### src/rtl/dir_cond_pkg.sv
// Shared types for the direction-switch conditioning path.
package dir_cond_pkg;

  typedef enum logic [1:0] {
    STABLE_LO = 2'd0,
    WAIT_HI   = 2'd1,
    STABLE_HI = 2'd2,
    WAIT_LO   = 2'd3
  } dbnc_state_t;

endpackage

### src/rtl/sync_chain.sv
// N-flop synchroniser for an asynchronous level; resets to a configurable level.
module sync_chain #(
  parameter int   STAGES      = 2,
  parameter logic RESET_LEVEL = 1'b0
) (
  input  logic clk,
  input  logic reset,
  input  logic d,
  output logic q
);

  logic [STAGES-1:0] flops;

  always_ff @(posedge clk or negedge reset) begin
    if (!reset) flops <= {STAGES{RESET_LEVEL}};
    else        flops <= {flops[STAGES-2:0], d};
  end

  assign q = flops[STAGES-1];

endmodule

### src/rtl/direction_debouncer.sv
// Synchronises and debounces the count-direction switch; emits a clean level,
// one-cycle rise/fall strobes and a busy flag while a change is being qualified.
module direction_debouncer
  import dir_cond_pkg::*;
#(
  parameter int   SYNC_STAGES     = 2,
  parameter int   DEBOUNCE_CYCLES = 1_000_000,
  parameter logic RESET_LEVEL     = 1'b0
) (
  input  logic clk,
  input  logic reset,
  input  logic sw_in,
  output logic data_out,
  output logic rise_pulse,
  output logic fall_pulse,
  output logic busy
);

  localparam int               CNT_W       = $clog2(DEBOUNCE_CYCLES + 1);
  localparam logic [CNT_W-1:0] CNT_LAST    = CNT_W'(DEBOUNCE_CYCLES - 1);
  localparam dbnc_state_t      RESET_STATE = RESET_LEVEL ? STABLE_HI : STABLE_LO;

  logic             sync_q;
  dbnc_state_t      state, state_nxt;
  logic [CNT_W-1:0] cnt, cnt_nxt;
  logic             data_nxt, rise_nxt, fall_nxt;

  sync_chain #(
    .STAGES      (SYNC_STAGES),
    .RESET_LEVEL (RESET_LEVEL)
  ) u_sync (
    .clk   (clk),
    .reset (reset),
    .d     (sw_in),
    .q     (sync_q)
  );

  // Any reversion during a WAIT aborts; only the terminal count commits the level.
  always_comb begin
    state_nxt = state;
    cnt_nxt   = cnt;
    data_nxt  = data_out;
    rise_nxt  = 1'b0;
    fall_nxt  = 1'b0;
    case (state)
      STABLE_LO: begin
        if (sync_q) begin
          state_nxt = WAIT_HI;
          cnt_nxt   = '0;
        end
      end
      WAIT_HI: begin
        if (!sync_q) begin
          state_nxt = STABLE_LO;
        end else if (cnt == CNT_LAST) begin
          state_nxt = STABLE_HI;
          data_nxt  = 1'b1;
          rise_nxt  = 1'b1;
        end else begin
          cnt_nxt = cnt + 1'b1;
        end
      end
      STABLE_HI: begin
        if (!sync_q) begin
          state_nxt = WAIT_LO;
          cnt_nxt   = '0;
        end
      end
      WAIT_LO: begin
        if (sync_q) begin
          state_nxt = STABLE_HI;
        end else if (cnt == CNT_LAST) begin
          state_nxt = STABLE_LO;
          data_nxt  = 1'b0;
          fall_nxt  = 1'b1;
        end else begin
          cnt_nxt = cnt + 1'b1;
        end
      end
      default: state_nxt = RESET_STATE;
    endcase
  end

  always_ff @(posedge clk or negedge reset) begin
    if (!reset) begin
      state      <= RESET_STATE;
      cnt        <= '0;
      data_out   <= RESET_LEVEL;
      rise_pulse <= 1'b0;
      fall_pulse <= 1'b0;
      busy       <= 1'b0;
    end else begin
      state      <= state_nxt;
      cnt        <= cnt_nxt;
      data_out   <= data_nxt;
      rise_pulse <= rise_nxt;
      fall_pulse <= fall_nxt;
      busy       <= (state == WAIT_HI) || (state == WAIT_LO);
    end
  end

endmodule

### config.mk
export PLATFORM = sky130hd
export DESIGN_NAME = direction_debouncer
export DESIGN_NICKNAME = d
export VERILOG_FILES = /design/src/rtl/dir_cond_pkg.sv /design/src/rtl/sync_chain.sv /design/src/rtl/direction_debouncer.sv
export SDC_FILE = /design/constraint.sdc
export NUM_CORES = 1
export LEC_CHECK = 0
export BUFFER_PORTS_ARGS = -buffer_cell sky130_fd_sc_hd__buf_2
export CELL_PAD_IN_SITES_DETAIL_PLACEMENT = 0
export CELL_PAD_IN_SITES_GLOBAL_PLACEMENT = 1
export CORE_UTILIZATION = 47
export DETAILED_ROUTE_END_ITERATION = 16
export PLACE_DENSITY = 0.75
export SYNTH_ARGS = -nofsm -noshare
export SYNTH_HDL_FRONTEND = slang
export SYNTH_SLANG_ARGS = --single-unit
### constraint.sdc
create_clock -name clk -period 2.1 [get_ports clk]
set_input_delay 0.315 -clock clk [delete_from_list [all_inputs] [get_ports clk]]
set_output_delay 0.315 -clock clk [all_outputs]
set_load 0.05 [all_outputs]
Word-level counts from Yosys, hierarchy flattened
Index checks and enable logic that the tools add are counted.
- reduce and logical (&&, ||, !) cells: 6
- equality and inequality tests: 12
- $add $sub $neg: 1
- muxes and demuxes: 23
- operators by type and width (operator ; count):
    20-bit 2-to-1 mux ; 5
    20-bit one-hot mux with 4 select lines ; 1
    20-bit by 1-bit adder with 20-bit output (second input constant) ; 1
    20-bit == test (second input constant) ; 1
    2-bit 2-to-1 mux ; 6
    1-bit 2-to-1 mux ; 9
    2-bit != test (second input constant) ; 4
    2-bit one-hot mux with 4 select lines ; 1
    4-bit AND reduction ; 2
    5-bit AND reduction ; 1
    2-bit == test (second input constant) ; 2
    2-bit by 1-bit != test with 1-bit output (second input constant) ; 2
    3-bit by 2-bit != test with 1-bit output (second input constant) ; 1
    3-bit != test (second input constant) ; 1
    2-bit by 1-bit == test with 1-bit output (second input constant) ; 1
    2-bit zero test ; 1
    1-bit one-hot mux with 2 select lines ; 1
    2-bit nonzero test ; 1
    1-bit logical OR ; 1
- output and inout bits: 4
- bits in registers: 28
- input port bits: 3

Depth between registers and ports, before layout
- depth in word-level cells: 4
- gate-level depth with buffers: 6
- gate-level depth less buffers: 5

Modules after synthesis
Synthesis repeated with hierarchy kept, for this count alone.
- cells, all modules: 161
- area, all modules: 1514.0 um2
- by module, submodules not included (module ; times used ; cells each ; area an instance (um2)):
    direction_debouncer ; 1 ; 159 ; 1463.9
    sync_chain ; 1 ; 2 ; 50.0

Least setup slack after synthesis
OpenSTA, ideal clock, no wires.
- path kind: register to register
- start point: register cnt[0]
- end point: register cnt[6]
- cell stages (with the launch flop): 6
- data required time: 1978 ps
- slack: 353 ps
- arrival time: 1625 ps
- buffers on the path: 0
- clock period less this slack: 1747 ps
- cell sequence: dfrtp_1 ha_1 nand3_2 nor4_4 nand2_1 a32o_1
- longest elaborated chain between the ends: 4
- elaborated cells between the ends (all ways): 6
- classes of those cells: 1 x add/sub; 1 x eq/ne; 4 x mux
- RTL lines (element ; RTL line ; source):
    start, declared ; direction_debouncer.sv:25 ; logic [CNT_W-1:0] cnt, cnt_nxt;
    start signal, assigned ; direction_debouncer.sv:94 ; cnt <= cnt_nxt;
    20-bit by 1-bit adder with 20-bit output / 20-bit == test (equally long branches) ; - ;
    20-bit 2-to-1 mux * ; direction_debouncer.sv:55, direction_debouncer.sv:72 ;
    20-bit 2-to-1 mux (on tied branches) ; direction_debouncer.sv:70, direction_debouncer.sv:53 ;
    20-bit one-hot mux with 4 select lines * ; direction_debouncer.sv:45 ; case (state)
Every way passes the cells marked *; elsewhere a longest branch is shown, timed or not. The select of a mux whose other input is x is not followed.
A chain may end at the register's enable or synchronous reset.

Final worst setup path
- start point: register cnt[0]
- end point: register cnt[1]
Same word-level chain as after synthesis.

==> flow_summary_export.csv <==
group,metric,value,unit
clocking,path_clk_slew,0.16,ns
routing,wl_met3,119,um
global_routing,grt_max_degree,29,
worst_setup_path,required,2.39,ns
routing,topRoutingLayerUsed,"met4",
sta,rsz0062_at_grt,"no",
routing,vias_per_cell,5.90,
routing,drc_errors,0,
sta,slew_headroom,57.0,%
floorplan,die_w,59.4,um
place,dpl.cell_count,211,
routing,wire_per_inst,15.6,um
power,powerDensity,587,nW/um^2
routing,vias,1275,
sta,min_period_over_period,90.9,%
routing,wirelength,3380,um
routing,drt-initial-drc-count,92,
logic_synthesis,synth_edf_count,0,
place,io_buffers,6,
power,vdd_drop_max,0.345,mV
floorplan,core,3080,um^2
clocking,cts_tree,"done",
logic_synthesis,synth_seq_cells,28,
worst_setup_path,path_class,"reg -> reg",
logic_synthesis,synth.top_cell.area_share,45.2,%
sta,fmax,524,MHz
layout,areaGrowthSynthToFinish,10.3,%
floorplan,io_pins,7,
sta,fin_skew,0.00696,ns
clocking,post_cts_buffers,0,
floorplan,dieHeight,59.4,um
routing,route.met2.wl,1530,um
sta,setup_viol,0,
layout,diodes,0,
sta,layout_setup_ws,0.192,ns
place,place_ws,0.236,ns
global_routing,grtUsageTotal,22.0,%
logic_synthesis,synth_cell_type_count,49,
sta,fin_tns_setup,0,ns
clocking,h-tree-depth,1,
worst_setup_path,cpLargestDelayFamily,"simple AND/OR/NAND/NOR gates",
worst_setup_path,startpoint_type,"flop",
global_routing,grt_overflow_total,0,
layout,nNetsFinal,177,
sta,period_needed,1.91,ns
layout,layout_commonest_cell,"dfrtp_1",
logic_synthesis,yosysSeqAreaShare,45.2,%
logic_synthesis,avgSynthCellArea,9.56,um^2
logic_synthesis,synthArstFlopShare,100,%
routing,wl_met1,1710,um
logic_synthesis,syn_area,1550,um^2
clocking,clk-insertion-delay-late,0.34,ns
global_routing,grt_pass1_wl,5690,um
sta,drv_slew,0,
routing,dr.pass1.iters,4,
worst_setup_path,end_kind,"flop",
job,maxCapViolCount,0,
run_status,outcome,"finished, final reports clean",
clocking,cts.path.max_buffers,2,
place,dp_hpwl,2360,um
layout,layout_common_cells,"dfrtp_1, nand2_1, inv_1, nand3_1, a21oi_1",
logic_synthesis,syn_nets,166,
power,power.total,1.00,mW
global_routing,antenna_found_initial,0,
clocking,cts-root-buf,"clkbuf_4",
floorplan,floorplan.initialDensity,50.3,%
min_path,hold_path_class,"in -> reg",
layout,utilization,55.5,%
worst_setup_path,critPathMaxFanout,7,
place,gp_congestion,0.812,
layout,drive_above_1_share,16.3,%
floorplan,die-area,3530,um^2
logic_synthesis,synthFlopType,"dfrtp_1",
power,p_leak,0.728,nW
sta,tightestPinTransition,0.645,ns
worst_setup_path,path_buf_inv,1,
logic_synthesis,yosys.area.top_type,"dfrtp_1",
worst_setup_path,crit_arrival,2.20,ns
routing,final_antenna_net_count,0,
clocking,clkSinkCount,28,
worst_setup_path,critPathSlowestCell,"dfrtp_1",
logic_synthesis,synth_warnings,0,
layout,filler_cell_count,278,
worst_setup_path,slowest_delay,0.45,ns
worst_setup_path,cp_cell_sequence,"ha_1 -> nand3_2 -> nor4_4 -> buf_4 -> a31o_2 -> a32o_1",
floorplan,num_rows,20,
layout,final_cells,216,
sta,finalHoldViolations,0,
global_routing,grt_pass1_vias,1145,
logic_synthesis,syn-instance-count,162,
logic_synthesis,synth_area_leaders,"dfrtp_1, nand2_1, nand3_1, nand4_4, a21oi_1",
clocking,cts_buffers,3,
registers in the layout, indices dropped and copies added, names as in the netlist, named ones only:
register      count
cnt              20
u_sync.flops      2
busy              1
data_out          1
fall_pulse        1
rise_pulse        1
state             1
worst paths after layout:
kind,start,slack [ns],cells past startpoint,end
worst min-delay path,sw_in,0.07,1,u_sync.flops[0]$_DFF_PN0_
min in group asynchronous,reset,0.51,2,cnt[10]$_DFFE_PN0P_
worst max register to register,cnt[0]$_DFFE_PN0P_,0.19,6,cnt[1]$_DFFE_PN0P_
worst min register to register,u_sync.flops[0]$_DFF_PN0_,0.37,0,u_sync.flops[1]$_DFF_PN0_
worst max-delay path,cnt[0]$_DFFE_PN0P_,0.19,6,cnt[1]$_DFFE_PN0P_
max in group asynchronous,reset,1.17,2,cnt[15]$_DFFE_PN0P_
repair_timing:
| action | in CTS | in global routing |
|---|---|---|
| hold buffers | 1 | 0 |
| hold endpoints to repair | 18 | 0 |
| resized for setup | 0 | 0 |
kinds of logic after synthesis:
group,after synthesis,share of synthesized area (%)
xor+xnor,2,1.62
compound gates,40,17.6
flops,28,45.2
simple gates,72,28.4
fa+ha+maj,1,0.808
mux,3,2.02
buf+inv,16,4.36
power by group:
part | switching, mW | internal, mW | leakage [nW] | total [mW]
logic | 0.0500 | 0.0251 | 0.321 | 0.0751
registers | 0.0174 | 0.551 | 0.380 | 0.569
clock network | 0.166 | 0.193 | 0.0279 | 0.359
metal layers:
| metal | up-vias | track usage (%) |
|---|---|---|
| met5 | - | 0 |
| met4 | 0 | 7.14 |
| met1 | 625 | 32.6 |
| met2 | 26 | 33.2 |
| li1 | 620 | - |
| met3 | 4 | 2.62 |
synth_stat cells (3+ instances only):
master	count
nor4_1	4
nand3_1	9
clkbuf_1	3
o21ai_0	5
nor2_1	5
nand2_1	24
dfrtp_1	28
a21oi_1	8
or4_1	5
nand4_1	3
o21ai_1	5
buf_2	3
inv_1	9
o211ai_1	3
final cells by class:
| type | instances | area, um^2 | area share, % |
|---|---|---|---|
| Multi-Input combinational cell | 118 | 781 | 45.7 |
| Timing Repair Buffer | 13 | 85.1 | 4.98 |
| Tap cell | 44 | 55.1 | 3.22 |
| Clock buffer | 3 | 22.5 | 1.32 |
| Sequential cell | 28 | 701 | 41.0 |
| Inverter | 9 | 33.8 | 1.98 |
| Clock inverter | 1 | 30.0 | 1.76 |
metrics by stage:
stage	hold WS (ns)	area, um^2
3_3_place_gp	0.338	1650
6_report	0.0689	1710
5_1_grt	0.0438	1710
4_1_cts	0.0595	1710
2_1_floorplan	0.0194	1550
3_5_place_dp	0.341	1650
Power figures use the tool's default switching activity.
